==> config.mk <==
export PLATFORM = sky130hd
export DESIGN_NAME = regfile_wb_ctrl
export DESIGN_NICKNAME = d
export VERILOG_FILES = /design/src/rtl/rv_pkg.sv /design/src/rtl/rr_arbiter.sv /design/src/rtl/regfile_wb_ctrl.sv
export SDC_FILE = /design/constraint.sdc
export NUM_CORES = 1
export LEC_CHECK = 0
export ABC_CLOCK_PERIOD_IN_PS = 5300
export BUFFER_PORTS_ARGS = -buffer_cell sky130_fd_sc_hd__buf_2
export CORE_ASPECT_RATIO = 1.4
export CORE_MARGIN = 2
export CORE_UTILIZATION = 35
export CTS_CLUSTER_SIZE = 8
export DETAILED_ROUTE_END_ITERATION = 10
export PLACE_DENSITY = 0.64
export SLEW_MARGIN = 10
export SYNTH_ARGS = -nofsm -noshare
export SYNTH_HDL_FRONTEND = slang
export SYNTH_SLANG_ARGS = --single-unit
==> constraint.sdc <==
create_clock -name clk -period 5.3 [get_ports clk]
set_input_delay 0.265 -clock clk [delete_from_list [all_inputs] [get_ports clk]]
set_output_delay 0.265 -clock clk [all_outputs]
set_load 0.1 [all_outputs]
==> src/rtl/rv_pkg.sv <==
// Shared RV integer-core definitions: register addressing, data width and
// the write-back request payload.
package rv_pkg;

   localparam int unsigned XLEN     = 32;
   localparam int unsigned REG_AW   = 5;
   localparam int unsigned NUM_REGS = 32;

   typedef logic [REG_AW-1:0] reg_addr_t;

   localparam reg_addr_t REG_ZERO = 5'd0;

   // One write-back result: destination register and value
   typedef struct packed {
      reg_addr_t        rd;
      logic [XLEN-1:0]  data;
   } wb_req_t;

endpackage

==> src/rtl/rr_arbiter.sv <==
// Request arbiter for the write-back port.
// Default: round-robin with an internal priority pointer that moves to one
// past the last winner. With WB_FIXED_PRIO_EN defined: fixed priority,
// lowest index wins, and no pointer exists.
// Ports:
//   clk, rst_n : clock, asynchronous active-low reset
//   req        : request vector
//   gnt_c      : combinational one-hot grant (zero when no request)
module rr_arbiter
   import rv_pkg::*;
#(
   parameter int unsigned NUM_REQ = 3
) (
   input  logic               clk,
   input  logic               rst_n,
   input  logic [NUM_REQ-1:0] req,
   output logic [NUM_REQ-1:0] gnt_c
);

   localparam int unsigned PTR_W = (NUM_REQ > 1) ? $clog2(NUM_REQ) : 1;

`ifdef WB_FIXED_PRIO_EN

   logic found_c;
   logic unused_clk_rst;

   // No state in fixed-priority mode
   assign unused_clk_rst = clk ^ rst_n;

   // Lowest requesting index wins
   always_comb begin
      gnt_c   = '0;
      found_c = 1'b0;
      for (int unsigned i = 0; i < NUM_REQ; i++) begin
         if (!found_c && req[i]) begin
            gnt_c[i] = 1'b1;
            found_c  = 1'b1;
         end
      end
   end

`else

   logic [PTR_W-1:0] ptr;
   logic [PTR_W-1:0] ptr_nxt_c;
   logic             found_c;
   int unsigned      idx_c;

   // Search ptr, ptr+1, ... modulo NUM_REQ; first requester wins
   always_comb begin
      gnt_c     = '0;
      ptr_nxt_c = ptr;
      found_c   = 1'b0;
      idx_c     = 0;
      for (int unsigned k = 0; k < NUM_REQ; k++) begin
         idx_c = 32'(ptr) + k;
         if (idx_c >= NUM_REQ) idx_c = idx_c - NUM_REQ;
         if (!found_c && req[PTR_W'(idx_c)]) begin
            found_c              = 1'b1;
            gnt_c[PTR_W'(idx_c)] = 1'b1;
            ptr_nxt_c            = (idx_c == NUM_REQ - 1) ? '0 : PTR_W'(idx_c + 1);
         end
      end
   end

   // Priority pointer; holds when nothing is granted
   always_ff @(posedge clk or negedge rst_n) begin
      if (!rst_n) ptr <= '0;
      else        ptr <= ptr_nxt_c;
   end

`endif

endmodule

==> src/rtl/regfile_wb_ctrl.sv <==
// Write-back controller for the 32x32 integer register file.
// Arbitrates NUM_SRC result sources onto the single register file write
// port through a registered output stage, and tracks destination registers
// with writes in flight (busy_vec) for hazard stalling at issue.
// Arbitration: round-robin by default; define WB_FIXED_PRIO_EN for fixed
// lowest-index-wins priority.
// Ports:
//   clk, rst_n            : clock, asynchronous active-low reset
//   alloc_valid, alloc_rd : issue allocates a destination register
//   src_valid/rd/data     : per-source result request (flattened vectors)
//   src_ready             : combinational one-hot acceptance
//   wr_en/rd_addr/rd_data : registered register file write port
//   busy_vec              : pending-write bit per register, bit 0 always 0
module regfile_wb_ctrl
   import rv_pkg::*;
#(
   parameter int unsigned NUM_SRC = 3,
   parameter int unsigned XLEN    = rv_pkg::XLEN
) (
   input  logic                      clk,
   input  logic                      rst_n,
   input  logic                      alloc_valid,
   input  reg_addr_t                 alloc_rd,
   input  logic [NUM_SRC-1:0]        src_valid,
   output logic [NUM_SRC-1:0]        src_ready,
   input  logic [NUM_SRC*REG_AW-1:0] src_rd,
   input  logic [NUM_SRC*XLEN-1:0]   src_data,
   output logic                      wr_en,
   output reg_addr_t                 rd_addr,
   output logic [XLEN-1:0]           rd_data,
   output logic [NUM_REGS-1:0]       busy_vec
);

   logic [NUM_SRC-1:0]  gnt_c;
   logic                accept_c;
   reg_addr_t           sel_rd_c;
   logic [XLEN-1:0]     sel_data_c;
   logic [NUM_REGS-1:0] busy_nxt_c;

   rr_arbiter #(
      .NUM_REQ (NUM_SRC)
   ) u_arb (
      .clk   (clk),
      .rst_n (rst_n),
      .req   (src_valid),
      .gnt_c (gnt_c)
   );

   assign src_ready = gnt_c;
   assign accept_c  = |gnt_c;

   // Select the granted source's payload
   always_comb begin
      sel_rd_c   = REG_ZERO;
      sel_data_c = '0;
      for (int unsigned i = 0; i < NUM_SRC; i++) begin
         if (gnt_c[i]) begin
            sel_rd_c   = src_rd[i*REG_AW +: REG_AW];
            sel_data_c = src_data[i*XLEN +: XLEN];
         end
      end
   end

   // Output stage; an x0 result completes the handshake but never writes
   always_ff @(posedge clk or negedge rst_n) begin
      if (!rst_n) begin
         wr_en   <= 1'b0;
         rd_addr <= REG_ZERO;
         rd_data <= '0;
      end else begin
         wr_en <= accept_c && (sel_rd_c != REG_ZERO);
         if (accept_c) begin
            rd_addr <= sel_rd_c;
            rd_data <= sel_data_c;
         end
      end
   end

   // Scoreboard: commit clears, allocation sets; set is applied last so it wins
   always_comb begin
      busy_nxt_c = busy_vec;
      if (wr_en) busy_nxt_c[rd_addr] = 1'b0;
      if (alloc_valid && (alloc_rd != REG_ZERO)) busy_nxt_c[alloc_rd] = 1'b1;
      busy_nxt_c[0] = 1'b0;
   end

   always_ff @(posedge clk or negedge rst_n) begin
      if (!rst_n) busy_vec <= '0;
      else        busy_vec <= busy_nxt_c;
   end

   // Re-allocating a register is legal only at the edge its write commits
   a_alloc_free: assert property (@(posedge clk) disable iff (!rst_n)
      (alloc_valid && (alloc_rd != REG_ZERO)) |->
         (!busy_vec[alloc_rd] || (wr_en && (rd_addr == alloc_rd))));

   // Every accepted non-x0 result must target a register allocated at issue
   a_accept_busy: assert property (@(posedge clk) disable iff (!rst_n)
      (accept_c && (sel_rd_c != REG_ZERO)) |-> busy_vec[sel_rd_c]);

   a_grant_onehot: assert property (@(posedge clk) disable iff (!rst_n)
      $onehot0(src_ready));

endmodule

Word level (Yosys, flattened, before mapping)
Cells that the tools add are included.

Add/subtract/negate cells: 8. Mux-type cells: 38. Bitwise logic cells: 5. Reduce and logical (&&, ||, !) cells: 15. Equality and inequality tests: 3. Order comparisons: 13.

Operators with widths (number): $mux 32 (8); $eq 32x2->1 const B (3); $ge 32x2->1 const B (2); $sub 32x2->32 const B (2); $and 32x32->32 (1); $not 32->32 (1); $or 32x32->32 (1); $mux 5 (3); $lt 5x6->1 const B (2); $mux 2 (6); $demux 1 s5 (2); $ge 5x1->1 const B (2); $mux 1 (10); $reduce_bool 5->1 (2); $logic_and 1x1->1 (9); $lt 2x3->1 const B (3); $mux 3 (3); $add 2x1->2 const B (3); $bmux 1 s2 (3); $demux 1 s2 (3); $ge 2x1->1 const B (3); $or 3x3->3 (2); $add 2x1->3 const B (1); $add 2x2->3 const B (1); 5 further kinds (6).

Flip-flop bits (word level): 71. Bits of input ports: 122. Logic and storage cells: 87.

Longest topological paths before layout
Gate-level depths: netlist of run 1.

Depth in word-level cells: 16. Depth in mapped cells: 14. Mapped depth without buffers: 10.

By module
A second synthesis of run 1 with hierarchy kept.

Cell total of the unflattened synthesis: 354. Area, all modules: 3679.8 um^2.

By module, submodules not included: regfile_wb_ctrl (cells an instance 312, instances 1, area an instance 3309.4 um^2, seq. area each 1726.7 um^2); rr_arbiter (cells an instance 42, instances 1, area an instance 370.4 um^2, seq. area each 50.0 um^2).

Worst setup path after synthesis of run 1
Ideal clock, no wire load.

Path type: register to register. Start point: register u_arb.ptr[0]. End point: register rd_data[10]. Setup time: 0.070 ns. Required time: 5.230 ns. Buffers on the path: 4. Data arrival time: 3.168 ns. Setup slack: 2.062 ns. Period minus slack after synthesis: 3.238 ns. Cell stages (with the launch flop): 11. Cell sequence: dfrtp_1 inv_1 ha_1 buf_6 mux2i_1 o31a_1 a31oi_4 buf_4 buf_6 clkbuf_1 a221o_1.

Elaborated cells on any way between the ends: 47. Classes of those cells: add/sub (5); order compare (9); mux (23); bitwise (2); reduce/logical (8).

RTL lines: from (decl) (line rr_arbiter.sv:44) `logic [PTR_W-1:0] ptr;`; from (signal assigned) (line rr_arbiter.sv:69) `else ptr <= ptr_nxt_c;`; $add 2x1->3, or another cell as far along (line rr_arbiter.sv:56) `idx_c = 32'(ptr) + k;`; $sub 32x2->32, or another cell as far along (line rr_arbiter.sv:57) `if (idx_c >= NUM_REQ) idx_c = idx_c - NUM_REQ;`; $mux 32, or another cell as far along (line rr_arbiter.sv:57); $lt 2x3->1 (implied by the code), or another cell as far along (line rr_arbiter.sv:60) `gnt_c[PTR_W'(idx_c)] = 1'b1;`; $logic_and 1x1->1 (implied by the code), or another cell as far along (line rr_arbiter.sv:60); $mux 1 (implied by the code), or another cell as far along (line rr_arbiter.sv:60); $demux 1 s2, or another cell as far along; $or 3x3->3 (no line) / $mux 1 (equally long branches); $mux 3 / $logic_not 1->1 (equally long branches) (line rr_arbiter.sv:58) `if (!found_c && req[PTR_W'(idx_c)]) begin`; $or 3x3->3 (no line) / $logic_and 1x1->1 (equally long branches); $mux 3 (*) (line rr_arbiter.sv:58); named net src_ready[2] (line regfile_wb_ctrl.sv:25) `output logic [NUM_SRC-1:0] src_ready,`; $reduce_or 3->1 / $mux 32 (equally long branches) (line regfile_wb_ctrl.sv:50, regfile_wb_ctrl.sv:57); to (signal assigned) (line regfile_wb_ctrl.sv:74) `rd_data <= sel_data_c;`; to (decl) (line regfile_wb_ctrl.sv:30) `output logic [XLEN-1:0] rd_data,`.

The timed path passes the listed nets; every way through them passes the cells marked *. The select of a mux whose other input is x is not followed. A chain may end at the register's enable or synchronous reset.

Worst setup path in the final report of run 1
Start point: register u_arb.ptr[0]. End point: register rd_data[7].

Word-level cells in the longest chain between the ends: 14. Elaborated cells on any way between the ends: 47. Classes of those cells: add/sub (5); order compare (9); mux (23); bitwise (2); reduce/logical (8).

RTL lines: $add 2x1->3, or another cell as far along (line rr_arbiter.sv:56); $sub 32x2->32, or another cell as far along (line rr_arbiter.sv:57); $mux 32, or another cell as far along (line rr_arbiter.sv:57); $lt 2x3->1 (implied by the code), or another cell as far along (line rr_arbiter.sv:60); $logic_and 1x1->1 (implied by the code), or another cell as far along (line rr_arbiter.sv:60); $mux 1 (implied by the code), or another cell as far along (line rr_arbiter.sv:60); $demux 1 s2, or another cell as far along; $or 3x3->3 (no line) / $mux 1 (equally long branches); $mux 3 / $logic_not 1->1 (equally long branches) (line rr_arbiter.sv:58); $or 3x3->3 (no line) / $logic_and 1x1->1 (equally long branches); $mux 3 (*) (line rr_arbiter.sv:58); $mux 32 (3 in a row) (line regfile_wb_ctrl.sv:57) `if (gnt_c[i]) begin`.

Every way passes the cells marked *; elsewhere a longest branch is shown, timed or not. The select of a mux whose other input is x is not followed.

==> run_results.csv, run 1 <==
group,metric,value,unit
worst_setup_path,worstSetupPathType,"flop to flop",
timing,rsz0062_at_grt,"no",
timing,post-route-period-util,66.25,%
logic_synthesis,synth_adder_area_share,1.322,%
grt,grt_pass1_vias,3723,
logic_synthesis,synth_top_cell_by_area,"dfrtp_1",
logic_synthesis,synth_most_common_cell,"dfrtp_1",
logic_synthesis,synth_area_per_cell,9.415,µm²
timing,fmax,284.8,MHz
final_layout,n_antenna_cell,0,
routing,wl_per_cell,17.22,µm
clock_network,clk-insertion-delay-late,330,ps
placement,gp_congestion,0.8987,
routing,dr.pass1.iters,4,
timing,finalSetupViolations,0,
clock_network,cts_hold_buffers,0,
logic_synthesis,synth_top_area_share,46.94,%
logic_synthesis,synthMuxAreaShare,1.554,%
clock_network,cts_tree,"built",
timing,fin_ws,1789,ps
routing,wirelength,12470,µm
grt,grt_pass1_wl,18890,µm
logic_synthesis,synthDistinctLibCells,51,
clock_network,cts_sinks,71,
logic_synthesis,synth-warning-count,0,
clock_network,root_buffer,"clkbuf_16",
timing,hold_slack,133.1,ps
job,drv_cap,0,
timing,fin_tns_setup,0,ps
worst_setup_path,r2r_setup_slack,1790,ps
worst_setup_path,r2r_start,"u_arb.ptr[0]",
logic_synthesis,yosys_most_used_dff,"dfrtp_1",
routing,drc,0,
logic_synthesis,synth-simple-area-share,18.25,%
placement,place_hpwl,9192,µm
worst_setup_path,worstPathArrival,3770,ps
clock_network,cts_max_level,3,
floorplanning,floorplan.initialDensity,36.18,%
timing,fin_skew,7.954,ps
logic_synthesis,synth_top_family_by_area,"compound AO/OA/AOI/OAI gates",
floorplanning,core,10460,µm²
routing,drtIter0Drc,182,
final_layout,drive_gt1_share,38.91,%
grt,grt_max_degree,72,
routing,avgViaCountPerCell,5.431,
floorplanning,fp-row-count,44,
logic_synthesis,async_reset_ff_share,100.0,%
logic_synthesis,ys_seq_area_share,46.94,%
logic_synthesis,synth_xor_xnor_area_share,0,%
grt,grt_overflow_total,0,
floorplanning,dieWidth,91.89,µm
worst_setup_path,worst_ep_required_time,5560,ps
timing,drv_slew,0,
final_layout,nets,707,
logic_synthesis,synth_seq_cells,71,
outcome,status,"finished clean",
logic_synthesis,synth_cells,402,
grt,grtUsageTotal,20.66,%
worst_setup_path,start_kind,"flop",
floorplanning,die_h,127.0,µm
worst_setup_path,reg2reg_depth,10,
placement,place_ws,1810,ps
grt,antenna_found_initial,0,
logic_synthesis,synth_compound_area_share,26.64,%
logic_synthesis,synthesis.nets,528,
clock_network,cts_post_setup_buffers_inserted,0,
final_layout,multi_input_area,1812,µm²
logic_synthesis,netlist_area,3785,µm²
clock_network,cts_resized,0,
routing,ant_nets,0,
final_layout,fin_util,48.68,%
timing,tightest_slew,1057,ps
placement,port_buffers,193,
clock_network,ctsLongestPathBuffers,2,
timing,fin_crit,3511,ps
floorplanning,die-area,11670,µm²
timing,slew_headroom,29.57,%
worst_setup_path,cp_max_fo,38,
final_layout,nFillCells,1035,
final_layout,regArea,1777,µm²
min_path,min_path_type,"primary input to asynchronous set/reset pin",
clock_network,cts_buffers,9,
timing,final_hold_viol_count,0,
routing,vias,3932,
clock_network,path_clk_slew,60,ps
floorplanning,ios,195,
logic_synthesis,synthTopCellsByArea,"dfrtp_1 47%, o21ai_0 8.7%, a221o_1 8.5%, nand3_1 5.3%, a21oi_1 4.9%",
worst_setup_path,cp-end-kind,"flop",
final_layout,area_growth,34.55,%
logic_synthesis,synth_edf_count,0,
worst_setup_path,r2r-end,"rd_data[7]",
logic_synthesis,synth_commonest_cells,"71 x dfrtp_1, 66 x o21ai_0, 48 x nand2_1, 40 x nand3_1, 37 x a21oi_1",
-- critical path, cell delays in order, from the launching register on --
cell and delay, ps:
dfrtp_1 390, inv_1 90, ha_1 470, or3b_1 200, a21oi_2 60, a41oi_2 210
and2_4 460, clkinv_4 360, nor3_4 540, buf_4 380, a221o_1 220
-- registers in the layout (all words and copies together), names as in the netlist --
register   cells
rd_addr        5
u_arb.ptr      2
busy_vec      31
wr_en          1
rd_data       32
-- cells in the final DEF, fill, tap and decap left out, types with 2 or more instances in the layout --
cell	netlist	routed
nor2b_1	5	5
clkbuf_8	0	4
nor2_1	5	5
nand3b_1	11	11
o221ai_1	2	2
clkbuf_16	0	9
or3_1	4	4
a221o_1	32	32
buf_2	9	193
nand3_1	40	40
inv_1	9	9
nand2_1	48	48
ha_1	4	4
or3b_2	5	5
dfrtp_1	71	71
a21oi_1	37	37
a21o_1	3	3
a22o_1	2	2
buf_4	3	3
o21ai_0	66	66
-- cell type report --
type                    count  share of cell area, %
flip-flops and latches     71                  34.89
inverters                  11                 0.9091
well taps                 138                  3.391
multi-input cells         292                  35.58
repair buffers            196                  19.41
clock buffers              14                  5.577
clock inverters             2                 0.2457
-- metal layers --
layer  track usage, %  wire length (µm)  vias to the layer above
met4            8.428               237                        0
met5                0                 0                        -
li1                 -                 -                     1853
met2            35.51              6259                      188
met1            25.56              5055                     1876
met3            3.833               917                       15
-- cells by family (layout without fill, tap and decap cells) --
family	after synthesis	in the layout
compound gates	153	153
buf+inv	39	223
simple gates	130	130
mux	4	4
other cells	1	1
fa+ha+maj	4	4
flops	71	71
-- stage by stage --
step | instance area, µm² | std cells
6_report | 5092 | 724
2_1_floorplan | 3785 | 402
5_1_grt | 5092 | 724
3_3_place_gp | 4796 | 708
4_1_cts | 5092 | 724
3_5_place_dp | 4796 | 708
-- how the worst max path moves through the flow --
stage,depth (start not counted),to,slack [ps],from
floorplan,10,rd_data[10],2060,u_arb.ptr[0]
global placement,10,rd_data[10],1900,u_arb.ptr[0]
detailed placement,10,rd_data[1],1810,u_arb.ptr[0]
CTS,10,rd_data[7],1780,u_arb.ptr[0]
global route,10,rd_data[7],1550,u_arb.ptr[0]
finish,10,rd_data[7],1790,u_arb.ptr[0]
Power of run 1 is not shown: default switching activity piles up to over one toggle a cycle in this logic, so the estimate is an artifact.
==> inputs of run 2 (changes only) <==
ABC_AREA = 1   (was unset)
ABC_CLOCK_PERIOD_IN_PS = 2800   (was 5300)
PLACE_DENSITY = 0.67   (was 0.64)
clock period = 2.8 ns   (was 5.3 ns; I/O delays follow)
==> run 2 against run 1 <==
Clock skew shrank 1.1 ps; largest cell class is now registers; design area grew 1.7%; sequential cell count is the same; final cell count grew 13%; global-route usage grew 1.0 points; sequential share of layout area shrank 0.60 points; synthesized cell count grew 20%; count of clock-buffer cells in the layout shrank 5; hold slack lost 95 ps; highest routed layer unchanged; register-to-register slack lost 1500 ps; worst setup slack lost 1600 ps.
==> run_results.csv, run 2 <==
group,metric,value,unit
worst_setup_path,worstPathArrival,2460,ps
logic_synthesis,synth_edf_count,0,
min_path,min_path_cells,3,
final_layout,nets,799,
timing,finalSetupViolations,0,
worst_setup_path,worstSetupPathType,"flop to primary output",
routing,avgViaCountPerCell,5.058,
job,drv_cap,0,
grt,grt_max_degree,72,
clock_network,cts_buffers,9,
timing,fin_crit,2601,ps
timing,rsz0062_at_grt,"no",
logic_synthesis,synthDistinctLibCells,27,
timing,fin_tns_setup,0,ps
timing,slew_headroom,39.60,%
floorplanning,die-area,11550,µm²
logic_synthesis,synthesis.nets,607,
final_layout,instances_no_fill,817,
final_layout,drive_gt1_share,34.96,%
clock_network,cts_max_level,3,
timing,fmax,384.5,MHz
timing,post-route-period-util,92.90,%
routing,ant_nets,0,
placement,place_hpwl,9493,µm
worst_setup_path,reg2reg_depth,15,
grt,antenna_found_initial,0,
worst_setup_path,cp_common_cell,"nand2_2",
routing,dr.pass1.iters,4,
worst_setup_path,worst_ep_required_time,2660,ps
worst_setup_path,slowest_delay,470,ps
worst_setup_path,cp_max_fo,14,
clock_network,cts_post_setup_buffers_inserted,0,
logic_synthesis,synth_area_per_cell,7.780,µm²
placement,gp_congestion,0.9350,
worst_setup_path,start_kind,"flop",
worst_setup_path,crit_path_top_delay_cell,"buf_2",
logic_synthesis,synth_most_common_cell,"nand2_1",
grt,grtUsageTotal,21.71,%
clock_network,ctsLongestPathBuffers,2,
worst_setup_path,cp_cell_sequence,"inv_1 -> ha_1 -> inv_2 -> nand2_1 -> nand3_1 -> nand2_2 -> nor2_4 -> nand2_2 -> nand3_4 -> buf_2",
final_layout,area_growth,38.45,%
placement,place_inst,799,
floorplanning,core,10410,µm²
routing,wirelength,12510,µm
logic_synthesis,synth_top_cell_by_area,"dfrtp_1",
logic_synthesis,synth_top_area_share,47.48,%
worst_setup_path,r2r_setup_slack,280,ps
grt,grt_overflow_total,0,
timing,hold_slack,38.23,ps
floorplanning,dieWidth,91.39,µm
logic_synthesis,synth_commonest_cells,"136 x nand2_1, 94 x o21ai_0, 71 x dfrtp_1, 62 x nand3_1, 35 x a21oi_1",
clock_network,cts_sinks,71,
clock_network,cts_tree,"built",
final_layout,top_register,"rd_data",
timing,final_hold_viol_count,0,
routing,drc,0,
final_layout,largestRegisters,"rd_data: 32 flops, busy_vec: 31 flops, rd_addr: 5 flops",
worst_setup_path,cp-end-kind,"primary output",
outcome,status,"finished clean",
final_layout,fin_util,49.80,%
worst_setup_path,r2r-end,"wr_en",
logic_synthesis,synth_seq_cells,71,
logic_synthesis,ys_seq_area_share,47.48,%
routing,vias,4132,
final_layout,regArea,1777,µm²
grt,grt_pass1_wl,19970,µm
clock_network,path_clk_slew,60,ps
logic_synthesis,yosys_most_used_dff,"dfrtp_1",
routing,drtIter0Drc,176,
final_layout,mostFrequentLayoutCell,"buf_2",
logic_synthesis,synth-warning-count,0,
final_layout,multi_input_area,1757,µm²
min_path,min-delay-start,"src_data[69]",
logic_synthesis,async_reset_ff_share,100.0,%
min_path,whs_endpoint,"rd_data[5]",
timing,fin_skew,6.816,ps
floorplanning,die_h,126.4,µm
floorplanning,ios,195,
grt,grt_pass1_vias,4078,
final_layout,layout_common_cells,"190 x buf_2, 136 x nand2_1, 94 x o21ai_0",
floorplanning,floorplan.initialDensity,35.97,%
final_layout,largest_register_ff_count,32,
logic_synthesis,synthTopCellsByArea,"dfrtp_1 47%, nand2_1 14%, o21ai_0 13%, nand3_1 8.3%, a21oi_1 4.7%",
clock_network,root_buffer,"clkbuf_16",
min_path,min_path_type,"primary input to flop",
timing,drv_slew,0,
timing,tightest_slew,906.0,ps
routing,wl_per_cell,15.31,µm
placement,port_buffers,193,
logic_synthesis,netlist_area,3742,µm²
final_layout,nFillCells,1035,
clock_network,clk-insertion-delay-late,330,ps
floorplanning,fp-row-count,44,
worst_setup_path,r2r_start,"u_arb.ptr[0]",
logic_synthesis,synth_cells,481,
-- run 2: repair_timing --
action                     CTS  global route
setup endpoints to repair    0            28
hold buffers                 1             0
hold endpoints to repair    71             0
gates resized for setup      0             7
-- run 2: area by class of cell --
cell class,count,area share [%]
flip-flops and latches,71,34.29
inverters,22,1.690
clock inverters,7,1.859
diodes,1,0.04830
repair buffers,203,20.53
multi-input cells,366,33.90
well taps,138,3.333
clock buffers,9,4.347
-- run 2: cells by family after synthesis --
logic type / share of synthesized area (%)
buffers and inverters: 5.918
adders and majority gates: 1.337
AOI/OAI and AO/OA: 18.86
and+or+nand+nor: 26.31
DFF: 47.48
other: 0.1002
-- run 2: stage by stage --
stage               instance area [µm²]  worst slack (ps)
floorplan                          3742             472.5
global placement                   4827             297.0
finish                             5181             198.9
CTS                                5159             16.37
detailed placement                 4827             199.8
global route                       5179             29.67
-- run 2: metal layers --
layer	global-route usage, %	vias to the layer above	share of wire, %
met3	5.404	17	7.3
li1	-	2010	-
met1	26.07	1908	40
met5	0	-	0
met4	7.754	0	1.8
met2	37.59	197	51
-- run 2: worst max path at each step --
| stage | to | slack, ps | depth (start not counted) | startpoint |
|---|---|---|---|---|
| 6_report | src_ready[1] | 200 | 10 | u_arb.ptr[0] |
| 5_1_grt | src_ready[0] | 30 | 11 | u_arb.ptr[0] |
| 4_1_cts | src_ready[0] | 20 | 11 | u_arb.ptr[0] |
| 3_5_place_dp | wr_en | 200 | 16 | u_arb.ptr[0] |
| 3_3_place_gp | rd_data[12] | 300 | 14 | u_arb.ptr[0] |
| 2_1_floorplan | wr_en | 470 | 15 | u_arb.ptr[0] |
-- run 2: critical path, delay by kind of cell, from the launching register on --
family | cells | cell delay (ps)
and+or+nand+nor | 6 | 680
buffers and inverters | 3 | 660
adders and majority gates | 1 | 400
DFF | 1 | 370
Power of run 2 is left out for the same reason.
==> inputs of run 3 (changes only) <==
CORE_ASPECT_RATIO = 0.8   (was 1.4)
CTS_CLUSTER_SIZE = 25   (was 8)
MAX_ROUTING_LAYER = met4   (was unset)
==> run 3 against run 2 <==
Global-route usage is 0.74 points lower; highest routed layer unchanged; critical endpoint is now src_ready[0]; core utilization is 0.095 points higher; register-to-register slack worse by 20 ps; count of clock-buffer cells in the layout is 1 higher.
==> run_results.csv, run 3 (synthesis results as in run 2) <==
group,metric,value,unit
final_layout,top_register,"rd_data",
final_layout,largestRegisters,"rd_data: 32 flops, busy_vec: 31 flops, rd_addr: 5 flops",
grt,grtUsageTotal,20.97,%
routing,drtIter0Drc,192,
final_layout,n_antenna_cell,0,
final_layout,mostFrequentLayoutCell,"buf_2",
floorplanning,fp-row-count,33,
clock_network,path_clk_slew,60,ps
worst_setup_path,r2r_start,"u_arb.ptr[0]",
timing,slew_headroom,38.77,%
final_layout,instances_no_fill,819,
timing,tightest_slew,918.4,ps
floorplanning,floorplan.initialDensity,36.25,%
timing,fin_skew,8.800,ps
worst_setup_path,r2r-end,"wr_en",
worst_setup_path,cp_max_fo,17,
final_layout,layout_common_cells,"190 x buf_2, 136 x nand2_1, 94 x o21ai_0",
routing,wl_per_cell,14.55,µm
grt,grt_overflow_total,0,
worst_setup_path,worstSetupPathType,"flop to primary output",
final_layout,final_area,5150,µm²
worst_setup_path,worstPathArrival,2450,ps
floorplanning,core,10320,µm²
floorplanning,die_h,96.49,µm
final_layout,area_growth,37.61,%
clock_network,root_buffer,"clkbuf_16",
placement,place_hpwl,8918,µm
worst_setup_path,r2r_setup_slack,260,ps
worst_setup_path,worst_ep_required_time,2660,ps
timing,finalSetupViolations,0,
timing,drv_slew,0,
clock_network,ctsLongestPathBuffers,2,
clock_network,clk-insertion-delay-late,320,ps
placement,place_inst,802,
timing,post-route-period-util,92.67,%
worst_setup_path,crit_path_top_delay_cell,"ha_1",
grt,grt_pass1_vias,3847,
placement,gp_congestion,0.9135,
routing,vias,4148,
clock_network,cts_tree,"built",
outcome,status,"finished clean",
floorplanning,die-area,11540,µm²
final_layout,drive_gt1_share,35.05,%
floorplanning,dieWidth,119.6,µm
routing,dr.pass1.iters,4,
clock_network,cts_post_setup_buffers_inserted,0,
clock_network,cts_buffers,9,
placement,port_buffers,193,
grt,grt_pass1_wl,18740,µm
final_layout,nets,800,
job,drv_cap,0,
worst_setup_path,critPathLaunch,"u_arb.ptr[0]",
timing,final_hold_viol_count,0,
grt,grt_max_degree,72,
worst_setup_path,slowest_delay,410,ps
clock_network,cts_sinks,71,
timing,fin_tns_setup,0,ps
worst_setup_path,cp_cell_sequence,"inv_1 -> ha_1 -> inv_2 -> nand2_1 -> nand3_1 -> nand2_2 -> inv_2 -> nor2_4 -> nand3_1 -> nand3_2 -> buf_4",
worst_setup_path,reg2reg_depth,16,
routing,wirelength,11910,µm
routing,avgViaCountPerCell,5.065,
floorplanning,ios,195,
placement,placed_cell_area,4850,µm²
timing,fmax,385.4,MHz
routing,drc,0,
timing,rsz0062_at_grt,"no",
timing,fin_crit,2595,ps
clock_network,cts_max_level,3,
grt,antenna_found_initial,0,
min_path,min_path_type,"primary input to flop",
routing,ant_nets,0,
final_layout,largest_register_ff_count,32,
worst_setup_path,cp-end-kind,"primary output",
worst_setup_path,setup.worst_path.end,"src_ready[0]",
worst_setup_path,start_kind,"flop",
## run 3: cell type report
cell class,count,area (µm²)
clock buffers,10,239.0
multi-input cells,366,1744
inverters,22,82.58
clock inverters,6,45.04
repair buffers,204,1087
flip-flops and latches,71,1777
well taps,140,175.2
fillers,1034,5172
## run 3: worst min path at each step
stage                 start           end  slack (ps)  cells after the start
6_report       src_data[93]   rd_data[29]          50                      3
5_1_grt        src_data[71]    rd_data[7]          60                      3
4_1_cts        src_data[95]   rd_data[31]          40                      3
3_5_place_dp          rst_n  busy_vec[17]         340                      1
3_3_place_gp          rst_n  busy_vec[17]         320                      1
2_1_floorplan         rst_n  busy_vec[10]        -160                      0
## run 3: worst max-delay path: cells and delay by family, from the launching register on
| family | cells | cell delay (ps) |
|---|---|---|
| and+or+nand+nor | 6 | 760 |
| buffers and inverters | 4 | 580 |
| adders and majority gates | 1 | 410 |
| DFF | 1 | 370 |
## run 3: repair_timing
| item | in CTS | in global routing |
|---|---|---|
| hold endpoints to repair | 58 | 0 |
| setup endpoints to repair | 0 | 2 |
| resized for setup | 0 | 3 |
| hold buffers | 1 | 0 |
## run 3: through the flow
stage          setup WS [ps]  utilization, %  hold slack, ps
2_1_floorplan          472.5               -          -155.6
3_3_place_gp           330.4           46.98           319.0
3_5_place_dp           248.5           46.98           336.6
4_1_cts                46.54           49.83           40.03
5_1_grt                13.95           49.89           56.63
6_report               205.1           49.89           47.51
## run 3: routing by layer
layer | vias to the layer above | global-route usage [%] | wire length, µm
met5 | - | - | 0
met1 | 1925 | 27.54 | 5466
met2 | 197 | 33.71 | 5403
met3 | 14 | 3.521 | 890
li1 | 2012 | - | -
met4 | 0 | 6.471 | 153
Power of run 3 is left out for the same reason.
